<file path="config.mk">
export PLATFORM = sky130hd
export DESIGN_NAME = pc_sequencer
export DESIGN_NICKNAME = d
export VERILOG_FILES = /design/src/rtl/pc_sequencer.sv
export SDC_FILE = /design/constraint.sdc
export NUM_CORES = 1
export LEC_CHECK = 0
export CAP_MARGIN = 20
export CORE_ASPECT_RATIO = 1.2
export CORE_MARGIN = 2
export CORE_UTILIZATION = 30
export CTS_CLUSTER_SIZE = 20
export DETAILED_ROUTE_END_ITERATION = 7
export PLACE_DENSITY = 0.56
export REMOVE_ABC_BUFFERS = 1
export SLEW_MARGIN = 10
export SYNTH_ARGS = -nofsm -noshare
export SYNTH_HDL_FRONTEND = slang
export SYNTH_SLANG_ARGS = --single-unit
</file>
<file path="constraint.sdc">
create_clock -name clk -period 3.3 [get_ports clk]
set_input_delay 0.33 -clock clk [delete_from_list [all_inputs] [get_ports clk]]
set_output_delay 0.33 -clock clk [all_outputs]
set_load 0.1 [all_outputs]
</file>
<file path="src/rtl/pc_sequencer.sv">
// pc_sequencer: architectural program counter with next-PC target selection,
// fetch-valid generation and a one-cycle squash after every taken redirect.
// Optional feature macro: PC_SEQUENCER_MISALIGN_TRAP_EN. When defined, a
// register jump to a non-word-aligned address vectors to TRAP_PC and pulses
// misalign. When undefined, the low two target bits are cleared instead.
module pc_sequencer #(
    parameter logic [31:0] RESET_PC = 32'h0000_0000,
    parameter logic [31:0] TRAP_PC  = 32'h0000_0080
) (
    input  logic        clk,
    input  logic        rst_n,
    input  logic [1:0]  jbsel,
    input  logic        instr_valid,
    input  logic        hold,
    input  logic [15:0] br_offset,
    input  logic [25:0] jmp_index,
    input  logic [31:0] reg_target,
    output logic [31:0] pc,
    output logic [31:0] pc_plus4,
    output logic        fetch_valid,
    output logic        redirect,
    output logic        misalign
);

    typedef enum logic [1:0] {
        BOOT  = 2'd0,
        RUN   = 2'd1,
        FLUSH = 2'd2
    } state_t;

    state_t      state_q, state_d;
    logic [31:0] pc_q, pc_d;
    logic        fetch_valid_q, fetch_valid_d;
    logic        redirect_q, redirect_d;
    logic        misalign_q, misalign_d;

    logic [31:0] brOffsetExt;
    logic [31:0] brTarget;
    logic [31:0] jmpTarget;

`ifndef PC_SEQUENCER_MISALIGN_TRAP_EN
    // The trap vector and the low target bits play no part without the trap.
    logic unusedTrapInputs;
    assign unusedTrapInputs = ^{TRAP_PC, reg_target[1:0]};
`endif

    assign pc_plus4 = pc_q + 32'd4;

    // Candidate non-sequential targets, all relative to the current pc.
    always_comb begin
        brOffsetExt = {{14{br_offset[15]}}, br_offset, 2'b00};
        brTarget    = pc_plus4 + brOffsetExt;
        jmpTarget   = {pc_plus4[31:28], jmp_index, 2'b00};
    end

    // Next-state logic: BOOT always moves to RUN. RUN commits a sequential
    // step or a redirect. FLUSH squashes one fetch slot. Hold freezes the
    // state and clears the pulses.
    always_comb begin
        state_d       = state_q;
        pc_d          = pc_q;
        redirect_d    = 1'b0;
        misalign_d    = 1'b0;
        unique case (state_q)
            BOOT: begin
                state_d = RUN;
            end
            RUN: begin
                if (!hold) begin
                    if (instr_valid && (jbsel != 2'b00)) begin
                        state_d    = FLUSH;
                        redirect_d = 1'b1;
                        unique case (jbsel)
                            2'b01:   pc_d = brTarget;
                            2'b10:   pc_d = jmpTarget;
                            default: begin
`ifdef PC_SEQUENCER_MISALIGN_TRAP_EN
                                if (reg_target[1:0] != 2'b00) begin
                                    pc_d       = TRAP_PC;
                                    misalign_d = 1'b1;
                                end else begin
                                    pc_d = reg_target;
                                end
`else
                                pc_d = {reg_target[31:2], 2'b00};
`endif
                            end
                        endcase
                    end else begin
                        pc_d = pc_plus4;
                    end
                end
            end
            FLUSH: begin
                if (!hold) begin
                    state_d = RUN;
                end
            end
            default: begin
                state_d = BOOT;
                pc_d    = RESET_PC;
            end
        endcase
        fetch_valid_d = (state_d == RUN);
    end

    // State and output registers with synchronous active-low reset.
    always_ff @(posedge clk) begin
        if (!rst_n) begin
            state_q       <= BOOT;
            pc_q          <= RESET_PC;
            fetch_valid_q <= 1'b0;
            redirect_q    <= 1'b0;
            misalign_q    <= 1'b0;
        end else begin
            state_q       <= state_d;
            pc_q          <= pc_d;
            fetch_valid_q <= fetch_valid_d;
            redirect_q    <= redirect_d;
            misalign_q    <= misalign_d;
        end
    end

    assign pc          = pc_q;
    assign fetch_valid = fetch_valid_q;
    assign redirect    = redirect_q;
    assign misalign    = misalign_q;

endmodule

</file>
==> reports/results.env <==
PWR-SHARE-COMB_PCT=49.9
CORE.ROWCOUNT=49
CTS-ROOT-TO-SINK-BUFFERS=2
GRT_START_MAX_NET_PINS=21
FINAL-INSTANCE-COUNT-EXCL-FILL=1088
CLOCK_SINK_COUNT=34
YS_TYPES=73
DETAIL_ROUTE.VIAS_PER_CELL=5.48
CLOCK.FMAX_MHz=301
TIMING.CRITICAL_PATH.TO_TYPE='register'
SYNTHESIZED_FLOP_AND_LATCH_TOTAL=34
LEAKAGEPOWER_nW=3.37
TRANSITION_TIME_OF_THE_TIGHTEST_SLEW_CHECK_PIN_NS=1.00
GRT_USAGE_PCT=24.1
WORST_R2R_PATH_DEPTH=15
CRITPATHKIND='register to register'
TIMING.HOLD.WORST_PATH_DEPTH=2
NUM_IO_PINS=147
UNREPAIRED_SETUP_ENDPOINTS_AFTER_GLOBAL_ROUTING='yes'
POWER.NET_SWITCHING_uW=766
YOSYSSEQAREASHARE_PCT=15.0
GRT_ANTENNA_BEFORE_REPAIR=0
FINALWEIGHTEDCONGESTION=0.937
DETAILROUTE.VIA_COUNT=5962
WORST_SKEW_PAIR.LATE_LATENCY_NS=0.29
YS.FLOP_TYPE='dfxtp_1'
WORST_R2R_ENDPOINT='pc[25]'
REMAINING_DRC_ERRORS=0
CRITICAL_PATH.REG2REG.STARTPOINT='pc[11]'
SYNTHESIZED_INSTANCE_COUNT=632
POWER_REPORT.INTERNAL_TOTAL_mW=1.06
SYN-MEAN-INSTANCE-AREA_SQ_UM=7.16
ROUTED_WL_MM=20.3
PLACE.DETAILED.HPWL_MM=16.1
WORSTHOLDPATHTYPE='register to register'
POWER_SWITCHING_SHARE_PCT=41.9
ROUTED_WIRE_LENGTH_PER_INSTANCE_UM=18.6
MIN_DELAY_SRC='pc[22]'
DR.FIRST_ITER.DRC_COUNT=328
GRT.OVERFLOW.TOTAL=0
WORSTPATHMAXFANOUT=6
CTS_HOLD_REPAIR.BUFFERS=0
R2R_SLACK_NS=-0.02
PLACED_CELL_AREA_SQ_UM=7110
P_PER_AREA_nW_PER_UM2=236
CLOCK-ROOT-BUFFER='clkbuf_16'
FLOORPLAN.DIE_AREA_SQ_UM=16100
FIN_WORST_SKEW_NS=0.00532
TIMING.FINAL.WS_SETUP_NS=-0.0211
MAX-SLEW-MARGIN-REL_PCT=33.0
FINAL_LAYOUT_SIZE_SUFFIX_GT1_SHARE_PCT=28.3
SETUP-VIOLATIONS-FINAL=1
POST_PLACEMENT_SETUP_SLACK_NS=-0.127
HOLD_VIOL=0
DETAILEDROUTE.FIRSTPASSITERATIONCOUNT=5
P_CLK_SHARE_PCT=25.9
DRV.MAX_CAP_VIOLATION_COUNT=0
FAILING_CHECKS='setup timing'
SYNTH_ASYNC_SR_FLOP_SHARE_PCT=0
WORST_SETUP_HOLD_PATH_CLK_SLEW_NS=0.06
CTS_INSERTED_BUFFERS=5
ANTENNA_CELLS_INSERTED=0
INITIAL_UTILIZATION_PCT=30.4
HTREEDEPTH=2
CRITPATHARRIVALTIME_NS=3.48
TIMING.CRITICAL_PATH.FROM_TYPE='register'
DESIGN.FINAL.NETS=1004
FIRST_GLOBAL_VIAS=5858
IRDROPWORSTVDD_uV=172
PLACE_INST=1070
RUN_STATUS='finished with violations'
COREAREA_SQ_UM=14900
FINALSETUPTNS_NS=-0.0211
POST-ROUTE-CELL-AREA_SQ_UM=7750
TIMING.HOLD.WORST_ENDPOINT='pc[22]'
CRITPATHREQUIREDTIME_NS=3.45
MIN_PERIOD_NS=3.32
IO_BUFFER_COUNT=139
SYNTH_EDF_COUNT=0
ANTENNA_VIOLATING_NETS_POST_ROUTE=0
SYNTH_WARNINGS=0
FINALMAXSLEWVIOLATIONS=0
TRITONCTS='done'
NETLIST_AREA_SQ_UM=4530
POWER_FRAC_SEQ_PCT=24.2
DIE_Y_UM=139
DIE_W_UM=116
AREA_GROWTH_PCT=71.3
FINAL.PERIOD_UTILIZATION_PCT=101
GRT_FIRST_PASS_WIRELENGTH_MM=30.4
Yosys cell counts (4+ instances only):
master	count	area [sq um]
o22ai_1	4	25.0
a211o_1	7	61.3
clkbuf_1	25	93.8
a22oi_1	14	105
a31oi_1	4	25.0
nor2b_1	7	43.8
a221oi_1	11	96.3
dfxtp_1	34	681
o21ai_0	37	185
o21a_1	15	113
nor2_1	58	218
xor2_1	15	131
nor3_1	21	105
a22o_1	5	43.8
nand2_1	69	259
nand3_1	23	115
o221ai_1	4	35.0
nand4_1	10	62.6
a21o_1	16	120
ha_1	39	488
nor4_1	5	31.3
inv_1	26	97.6
buf_4	5	37.5
o211ai_1	13	97.6
and3_1	9	56.3
a21oi_1	46	230
o31ai_1	11	82.6
xnor2_1	29	254
worst max-delay path: stages (launching register included):
cell	delay (ns)
dfxtp_2	0.35
nand4_4	0.17
nor4_4	0.44
buf_6	0.22
nand3_4	0.09
xnor2_2	0.17
ha_1	0.35
nand2_2	0.08
o21a_1	0.20
and2_4	0.15
buf_6	0.10
nand4_1	0.12
buf_4	0.15
nand4_1	0.16
o2111ai_1	0.29
o211ai_1	0.14
kinds of logic after synthesis:
kind of cell	count (synthesis)	share of synthesized area (%)
simple gates	232	25.6
compound gates	222	33.9
buf+inv	57	5.14
xor+xnor	44	8.51
fa+ha+maj	40	11.2
flops	34	15.0
mux	2	0.497
other cells	1	0.0828
final cells by class:
type,instances,area [sq um]
Clock inverter,2,10.0
Inverter,27,101
Clock buffer,5,125
Sequential cell,34,692
Tap cell,204,255
Timing Repair Buffer,271,2540
Multi-Input combinational cell,545,4030
Fill cell,1481,7140
metrics by stage:
stage	power (mW)	utilization [%]	hold WS, ns
floorplan	0.957	-	0.448
global placement	1.31	47.7	0.528
detailed placement	1.32	47.7	0.575
CTS	1.79	48.9	0.586
global route	1.90	52.1	0.644
finish	1.83	52.1	0.577
flip-flops by register name, summed over array words and instances (netlist names):
name         cells
state_q          2
fetch_valid      1
redirect         1
pc              30
power by group through the flow:
stage / Sequential, mW / Clock [mW] / Combinational, mW
after global placement: 0.449 / 0 / 0.866
after detailed placement: 0.449 / 0 / 0.869
final: 0.443 / 0.473 / 0.912
after global routing: 0.445 / 0.492 / 0.965
after CTS: 0.440 / 0.476 / 0.876
after floorplan: 0.548 / 0 / 0.409
cell usage in the layout, fill, tap and decap left out, types with 6 or more instances in the layout:
master and instances:
buf_4 139, clkdlybuf4s50_1 110, nand2_1 63, nor2_1 57
a21oi_1 40, o21ai_0 33, ha_1 30, dfxtp_1 27
inv_1 25, nor3_1 20, xnor2_1 20, nand3_1 19
buf_12 17, a21o_1 16, o21a_1 15, a22oi_1 14
o211ai_1 13, a221oi_1 11, xor2_1 10, nand4_1 10
o31ai_1 10, xnor2_2 8, nor2b_1 7, a211o_1 7
and3_1 6, a21oi_2 6, ha_4 6, dfxtp_2 6
timing repair:
action / 4_1_cts / 5_1_grt
buffers inserted: 0 / 11
pin swaps: 1 / 41
resized for setup: 10 / 78
endpoints found under the setup margin: 8 / 18
layer usage:
layer / share of wire (%) / vias to the layer above / GRT usage (%)
met5: 0 / - / 0
met2: 53 / 208 / 44.4
li1: - / 2859 / -
met3: 4.3 / 37 / 2.62
met1: 40 / 2858 / 28.8
met4: 2.6 / 0 / 7.39
worst max-delay path by stage:
stage          startpoint      to  cells after the start
2_1_floorplan       pc[5]  pc[27]                     12
3_3_place_gp        pc[2]  pc[30]                     15
5_1_grt            pc[11]  pc[25]                     15
3_5_place_dp        pc[3]  pc[30]                     15
4_1_cts             pc[3]  pc[30]                     15
6_report           pc[11]  pc[25]                     15
No activity file was read; power rests on OpenSTA's default activity.
